$ cat src/rtl/svo_term_arb.sv
// rtl/svo_term_arb.sv - message-granular round-robin arbiter feeding the svo_term byte input
// Optional stall timeout: define SVO_TERM_ARB_TIMEOUT_EN.
module svo_term_arb #(
  parameter int NUM_REQ        = 2,
  parameter int GW             = (NUM_REQ > 1) ? $clog2(NUM_REQ) : 1,
  parameter int TIMEOUT_CYCLES = 1024
) (
  input  logic                 clk,
  input  logic                 reset,
  input  logic [NUM_REQ-1:0]   s_tvalid,
  output logic [NUM_REQ-1:0]   s_tready,
  input  logic [8*NUM_REQ-1:0] s_tdata,
  input  logic [NUM_REQ-1:0]   s_tlast,
  output logic                 m_tvalid,
  input  logic                 m_tready,
  output logic [7:0]           m_tdata,
  output logic [GW-1:0]        grant_id,
  output logic                 busy,
  output logic                 abort
);

  if (NUM_REQ < 2 || NUM_REQ > 8 || TIMEOUT_CYCLES < 1) begin : g_bad_params
    $error("svo_term_arb: parameter out of range");
  end

  typedef enum logic [0:0] {IDLE, XFER} state_t;

  state_t        state, state_nxt;
  logic [GW-1:0] next_grant;
  logic [GW-1:0] idx;
  logic          req_any;
  logic          out_free;
  logic          accept;
  logic          timeout_hit;
  logic [7:0]    g_byte;

  assign req_any  = |s_tvalid;
  assign out_free = !m_tvalid || m_tready;
  assign accept   = (state == XFER) && s_tvalid[grant_id] && out_free;
  assign g_byte   = s_tdata[{grant_id, 3'b000} +: 8];

  // Walk from farthest to nearest so the nearest valid index after grant_id wins.
  always_comb begin
    next_grant = grant_id;
    idx        = grant_id;
    for (int k = NUM_REQ; k >= 1; k--) begin
      idx = GW'((int'(grant_id) + k) % NUM_REQ);
      if (s_tvalid[idx]) next_grant = idx;
    end
  end

  always_ff @(posedge clk or posedge reset) begin
    if (reset) state <= IDLE;
    else       state <= state_nxt;
  end

  always_comb begin
    state_nxt = state;
    s_tready  = '0;
    busy      = 1'b0;
    case (state)
      IDLE: begin
        if (req_any) state_nxt = XFER;
      end
      XFER: begin
        busy = 1'b1;
        if (out_free) s_tready[grant_id] = 1'b1;
        if (accept && s_tlast[grant_id]) state_nxt = IDLE;
        else if (timeout_hit)            state_nxt = IDLE;
      end
      default: state_nxt = IDLE;
    endcase
  end

  // One-entry output register; grant_id doubles as the round-robin pointer.
  always_ff @(posedge clk or posedge reset) begin
    if (reset) begin
      m_tvalid <= 1'b0;
      m_tdata  <= 8'h00;
      grant_id <= GW'(NUM_REQ - 1);
    end else begin
      if (state == IDLE && req_any) grant_id <= next_grant;
      if (accept) begin
        m_tdata  <= g_byte;
        m_tvalid <= 1'b1;
      end else if (m_tready) begin
        m_tvalid <= 1'b0;
      end
    end
  end

`ifdef SVO_TERM_ARB_TIMEOUT_EN
  localparam int TW = $clog2(TIMEOUT_CYCLES + 1);

  logic [TW-1:0] to_cnt;
  logic          abort_q;

  assign timeout_hit = (state == XFER) && !s_tvalid[grant_id] &&
                       (to_cnt == TW'(TIMEOUT_CYCLES - 1));
  assign abort = abort_q;

  always_ff @(posedge clk or posedge reset) begin
    if (reset) begin
      to_cnt  <= '0;
      abort_q <= 1'b0;
    end else begin
      abort_q <= timeout_hit;
      if (state != XFER || accept || timeout_hit) to_cnt <= '0;
      else if (!s_tvalid[grant_id])               to_cnt <= to_cnt + 1'b1;
    end
  end
`else
  assign timeout_hit = 1'b0;
  assign abort       = 1'b0;
`endif

endmodule
$ cat config.mk
export PLATFORM = sky130hd
export DESIGN_NAME = svo_term_arb
export DESIGN_NICKNAME = d
export VERILOG_FILES = /design/src/rtl/svo_term_arb.sv
export SDC_FILE = /design/constraint.sdc
export NUM_CORES = 1
export LEC_CHECK = 0
export BUFFER_PORTS_ARGS = -buffer_cell sky130_fd_sc_hd__clkbuf_2
export CORE_AREA = 2 2 42 44
export DETAILED_ROUTE_END_ITERATION = 7
export DIE_AREA = 0 0 44 46
export GPL_TIMING_DRIVEN = 0
export PLACE_DENSITY = 0.8
export SLEW_MARGIN = 0
export SYNTH_ARGS = -nofsm -noshare
export SYNTH_HDL_FRONTEND = slang
export SYNTH_SLANG_ARGS = --single-unit
$ cat constraint.sdc
create_clock -name clk -period 1.95 [get_ports clk]
set_input_delay 0.0975 -clock clk [delete_from_list [all_inputs] [get_ports clk]]
set_output_delay 0.0975 -clock clk [all_outputs]
set_load 0.005 [all_outputs]
==> impl_metrics.env, run 1 <==
export IMPL_skew_ns=0.00659
export IMPL_hold_ws_ns=0.0221
export IMPL_gr_total_overflow=0
export IMPL_ios=37
export IMPL_antenna_found_initial=0
export IMPL_p_seq_frac=0.368
export IMPL_comb_power_share=0.508
export IMPL_final_hold_viol_count=0
export IMPL_ys_flop_type="dfrtp_1"
export IMPL_final_fill_count=160
export IMPL_vias_per_cell=4.67
export IMPL_ys_seq_elements=11
export IMPL_hp_class="in -> reg"
export IMPL_grt_max_degree=12
export IMPL_synth_edff_count=0
export IMPL_numCtsBuffers=3
export IMPL_grt_pass1_wl_mm=1.86
export IMPL_synth_fp_nets=67
export IMPL_place_hpwl_microns=918
export IMPL_drt_iter0_markers=5
export IMPL_clk_pin_slew_ns=0.07
export IMPL_final_area_sq_um=836
export IMPL_startpoint_type="flop"
export IMPL_p_clk_frac=0.124
export IMPL_first_pass_iters=4
export IMPL_critical_path_class="reg -> reg"
export IMPL_drc=0
export IMPL_grt_setup_unrepaired="no"
export IMPL_ir_drop_mv=0.797
export IMPL_die_h_microns=46
export IMPL_nets=108
export IMPL_port_buffers=35
export IMPL_synthArstFlopShare=1.00
export IMPL_cp_end_kind="flop"
export IMPL_drt_wirelength_per_cell_microns=11.7
export IMPL_grt_pass1_vias=448
export IMPL_area_growth_pct=38.6
export IMPL_yosysSeqAreaShare=0.459
export IMPL_synth_cells=44
export IMPL_vias=472
export IMPL_required_ns=2.09
export IMPL_cts_root_to_sink_buffers=2
export IMPL_place_gp_congestion=0.642
export IMPL_place_area_sq_um=800
export IMPL_netlist_top_cells_count="dfrtp_1 (10), mux2_4 (9), mux2_2 (8)"
export IMPL_p_leak_nw=0.465
export IMPL_setup_viol=0
export IMPL_timing_fmax_mhz=619
export IMPL_maxCapViolations=0
export IMPL_core_region_area_sq_mm=0.00161
export IMPL_period_minus_slack_ns=1.62
export IMPL_synthDominantCellAreaShare=0.415
export IMPL_dp_slack_ns=0.322
export IMPL_cp_arrival_ns=1.76
export IMPL_final_max_slew_violation_count=0
export IMPL_synth_top_area_cell="dfrtp_1"
export IMPL_root_buffer="clkbuf_4"
export IMPL_totalWireLength_mm=1.18
export IMPL_diodes=0
export IMPL_start_util=0.374
export IMPL_cts_tree="yes"
export IMPL_antenna_left=0
export IMPL_synth_area_leaders="dfrtp_1 (41%), mux2_4 (22%), mux2_2 (15%)"
export IMPL_yosysMostFrequentCell="dfrtp_1"
export IMPL_dieArea_sq_mm=0.00202
export IMPL_p_int_mw=0.819
export IMPL_synth_area_per_cell_sq_um=13.7
export IMPL_clk_latency_ns=0.26
export IMPL_yosys_warnings=0
export IMPL_swShare=0.320
export IMPL_die_x_microns=44
export IMPL_synthDistinctLibCells=17
export IMPL_power_density_mw_per_mm2=1440
export IMPL_fp_row_count=15
export IMPL_outcome="completed"
export IMPL_tns_ns=0
export IMPL_power_total_mw=1.20
export IMPL_syn_area_sq_um=603
export IMPL_cts_htree_levels=1
export IMPL_post_cts_resized=0
export IMPL_setup_ws_ns=0.334
export IMPL_grtUsageTotal=0.132
export IMPL_p_sw_mw=0.386
export IMPL_drive_above_1_share=0.714
export IMPL_clock_sinks=11
export IMPL_post_route_period_util=0.828
export IMPL_path_max_fanout=10
==> cells by family after synthesis <==
family / share of synthesized area
multiplexers: 0.390
flip-flops: 0.459
AND/OR/NAND/NOR: 0.0747
buffers and inverters: 0.0332
AO/OA/AOI/OAI: 0.0373
other: 0.00622
==> placed cells by master (no fill, tap or decap) <==
cell type and n:
clkbuf_2 35, dfrtp_1 10, mux2_4 9, mux2_2 8, nand2_1 3, clkbuf_4 3
inv_1 2, buf_2 1, nand2b_1 1, nand3_4 1, nor2_1 1, mux2i_1 1
o32a_2 1, and3_1 1, a21oi_1 1, a31oi_1 1, buf_4 1, conb_1 1
clkbuf_1 1, dfstp_2 1, dlygate4sd3_1 1
==> power groups by stage <==
stage / combinational, mW / sequential, mW / clock, mW
2_1_floorplan: 0.407 / 0.444 / 0
3_3_place_gp: 0.604 / 0.440 / 0
3_5_place_dp: 0.621 / 0.446 / 0
4_1_cts: 0.624 / 0.447 / 0.156
5_1_grt: 0.670 / 0.461 / 0.168
6_report: 0.612 / 0.444 / 0.149
==> metal layers <==
metal / wire, microns / vias up / track usage
met1: 488 / 214 / 0.147
met2: 593 / 23 / 0.235
met3: 97 / 0 / 0.0476
li1: - / 235 / -
met4: 0 / 0 / 0.0364
met5: 0 / - / 0
==> sequential cells by signal, summed over array words and instances, names as in the netlist <==
name      count
state         1
grant_id      1
m_tvalid      1
m_tdata       8
==> critical path, cell delays in order (launching register included) <==
cell and delay (ns):
dfstp_2 0.60, buf_2 0.26, mux2_2 0.37, mux2_4 0.27
==> per-stage QoR <==
| stage | utilization | instances |
|---|---|---|
| floorplan | - | 44 |
| global placement | 0.495 | 96 |
| detailed placement | 0.495 | 96 |
| CTS | 0.518 | 101 |
| global route | 0.518 | 101 |
| finish | 0.518 | 101 |
==> path summary, 6_finish.rpt <==
check	startpoint	endpoint	slack [ns]	cells past startpoint
worst max-delay path	grant_id	m_tdata[6]	0.33	3
worst min-delay path	s_tvalid[0]	grant_id	0.02	2
worst max register to register	grant_id	m_tdata[6]	0.33	3
worst min register to register	m_tdata[0]	m_tdata[0]	0.51	1
max in group asynchronous	reset	grant_id	1.28	3
min in group asynchronous	reset	m_tdata[7]	0.34	3
==> timing repair <==
action | in CTS | in global routing
buffers inserted | 0 | 0
endpoints found under the hold margin | 10 | 0
setup endpoints to repair | 0 | 0
hold buffers | 1 | 0
==> final cells by class <==
cell class                      count  area, sq um  share of cell area
Multi-Input combinational cell     29          307               0.367
Sequential cell                    11          277               0.331
Timing Repair Buffer               36          185               0.222
Clock buffer                        4         26.3              0.0314
Tap cell                           17         21.3              0.0254
Buffer                              2         12.5              0.0150
Inverter                            2         7.51             0.00898
(Power assumes the default switching activity.)
==> inputs of run 2 (changes only) <==
Settings changed: ABC_AREA set to 1, CORE_AREA 2 2 42 44 to 2 2 43 45, DIE_AREA 0 0 44 46 to 0 0 45 47.
Clock period 1.95 ns to 1.5 ns, I/O delays scaled along.
==> impl_metrics.env, run 2 <==
export IMPL_period_minus_slack_ns=1.40
export IMPL_gr_total_overflow=0
export IMPL_setup_viol=0
export IMPL_core_region_area_sq_mm=0.00165
export IMPL_port_buffers=35
export IMPL_synth_cells=88
export IMPL_fp_row_count=15
export IMPL_swShare=0.421
export IMPL_die_x_microns=45
export IMPL_final_area_sq_um=886
export IMPL_drc=0
export IMPL_drive_above_1_share=0.395
export IMPL_comb_power_share=0.546
export IMPL_grt_max_degree=12
export IMPL_place_hpwl_mm=1.16
export IMPL_final_cell_mix="nand2_1 (46), clkbuf_2 (35), nand3_1 (10), dfrtp_1 (10), inv_1 (6)"
export IMPL_grt_setup_unrepaired="no"
export IMPL_p_int_mw=0.938
export IMPL_multi_input_area_sq_um=305
export IMPL_critical_path_class="reg -> out"
export IMPL_place_area_sq_um=837
export IMPL_synthDistinctLibCells=15
export IMPL_path_max_fanout=10
export IMPL_yosys_warnings=0
export IMPL_drt_wirelength_per_cell_microns=10.6
export IMPL_first_pass_iters=6
export IMPL_seq_area_sq_um=277
export IMPL_vias=669
export IMPL_yosysMostFrequentCell="nand2_1"
export IMPL_p_clk_frac=0.119
export IMPL_power_density_mw_per_mm2=1830
export IMPL_final_hold_viol_count=0
export IMPL_maxCapViolations=0
export IMPL_start_util=0.388
export IMPL_clk_latency_ns=0.26
export IMPL_synth_top_area_cell="dfrtp_1"
export IMPL_die_h_microns=47
export IMPL_numCtsBuffers=3
export IMPL_timing_fmax_mhz=717
export IMPL_place_gp_congestion=0.725
export IMPL_nets=153
export IMPL_largest_reg_flops=8
export IMPL_ios=37
export IMPL_synthDominantCellAreaShare=0.391
export IMPL_final_fill_count=176
export IMPL_antenna_found_initial=0
export IMPL_dieArea_sq_mm=0.00212
export IMPL_root_buffer="clkbuf_4"
export IMPL_ys_flop_type="dfrtp_1"
export IMPL_area_growth_pct=38.3
export IMPL_p_leak_nw=0.558
export IMPL_drt_iter0_markers=10
export IMPL_antenna_left=0
export IMPL_skew_ns=0.00349
export IMPL_synthArstFlopShare=1.00
export IMPL_cp_end_kind="output port"
export IMPL_synth_area_leaders="dfrtp_1 (39%), nand2_1 (27%), nand3_1 (7.8%)"
export IMPL_final_max_slew_violation_count=0
export IMPL_grt_pass1_wl_mm=2.26
export IMPL_totalWireLength_mm=1.55
export IMPL_yosysSeqAreaShare=0.432
export IMPL_clock_sinks=11
export IMPL_syn_area_sq_um=641
export IMPL_diodes=0
export IMPL_grtUsageTotal=0.144
export IMPL_required_ns=1.42
export IMPL_synth_area_per_cell_sq_um=7.28
export IMPL_p_seq_frac=0.335
export IMPL_top_register="m_tdata"
export IMPL_hp_class="in -> reg"
export IMPL_cts_root_to_sink_buffers=2
export IMPL_ir_drop_mv=0.860
export IMPL_cts_htree_levels=1
export IMPL_ys_seq_elements=11
export IMPL_outcome="completed"
export IMPL_p_sw_mw=0.683
export IMPL_synth_edff_count=0
export IMPL_tns_ns=0
export IMPL_vias_per_cell=4.58
export IMPL_cts_tree="yes"
export IMPL_synth_fp_nets=111
export IMPL_clk_pin_slew_ns=0.06
export IMPL_post_route_period_util=0.930
export IMPL_grt_pass1_vias=540
export IMPL_netlist_top_cells_count="nand2_1 (46), dfrtp_1 (10), nand3_1 (10)"
export IMPL_startpoint_type="flop"
export IMPL_cp_arrival_ns=1.32
export IMPL_final_common_cell="nand2_1"
## run 2: layout make-up
class                   instances  share of cell area
multi-input cells              66               0.345
flip-flops and latches         11               0.312
well taps                      17              0.0240
repair buffers                 37               0.218
clock buffers                   4              0.0297
plain buffers                   4              0.0424
inverters                       7              0.0297
## run 2: critical path, cell delays in order (launching register included)
cell      delay, ns
dfstp_2        0.57
inv_2          0.06
buf_6          0.14
nor3_2         0.17
clkbuf_2       0.13
## run 2: final timing paths
kind / from / endpoint / slack, ns / cells past startpoint
max reg2reg: grant_id / m_tdata[6] / 0.26 / 6
min: s_tvalid[1] / grant_id / 0.05 / 3
min reg2reg: m_tdata[3] / m_tdata[3] / 0.47 / 2
max in group asynchronous: reset / grant_id / 0.84 / 3
min in group asynchronous: reset / m_tdata[2] / 0.33 / 3
max: grant_id / s_tready[1] / 0.10 / 4
## run 2: power groups by stage
| stage | Sequential (mW) | Combinational, mW | Clock, mW |
|---|---|---|---|
| after detailed placement | 0.554 | 0.850 | 0 |
| after global routing | 0.559 | 1.00 | 0.213 |
| after floorplan | 0.557 | 0.534 | 0 |
| after global placement | 0.550 | 0.832 | 0 |
| after CTS | 0.550 | 0.857 | 0.202 |
| final | 0.542 | 0.885 | 0.194 |
## run 2: kinds of logic after synthesis
family,Yosys count,synth area share
other,1,0.00585
buffers and inverters,11,0.0996
AOI/OAI and AO/OA,1,0.00781
DFF,11,0.432
and+or+nand+nor,64,0.455
## run 2: per-layer routing
layer  track usage  vias to the layer above  part of all wire
met5             0                        -                 0
met4        0.0529                        0                 0
met3        0.0231                        0             0.054
met2         0.237                       23              0.47
met1         0.192                      294              0.47
li1              -                      352                 -
## run 2: through the flow
step	hold slack, ns	power [mW]	cells	setup slack (ns)	utilization
floorplan	-0.0733	1.09	88	0.441	-
global placement	0.0589	1.38	140	0.332	0.507
detailed placement	0.0720	1.40	140	0.331	0.507
CTS	0.0469	1.61	145	0.0360	0.529
global route	0.0709	1.77	146	0.0180	0.536
finish	0.0532	1.62	146	0.105	0.536
## run 2: timing repair
item	4_1_cts	5_1_grt
endpoints found under the hold margin	10	0
resized for setup	0	1
hold buffers	1	0
endpoints found under the setup margin	0	1
setup buffers	0	1
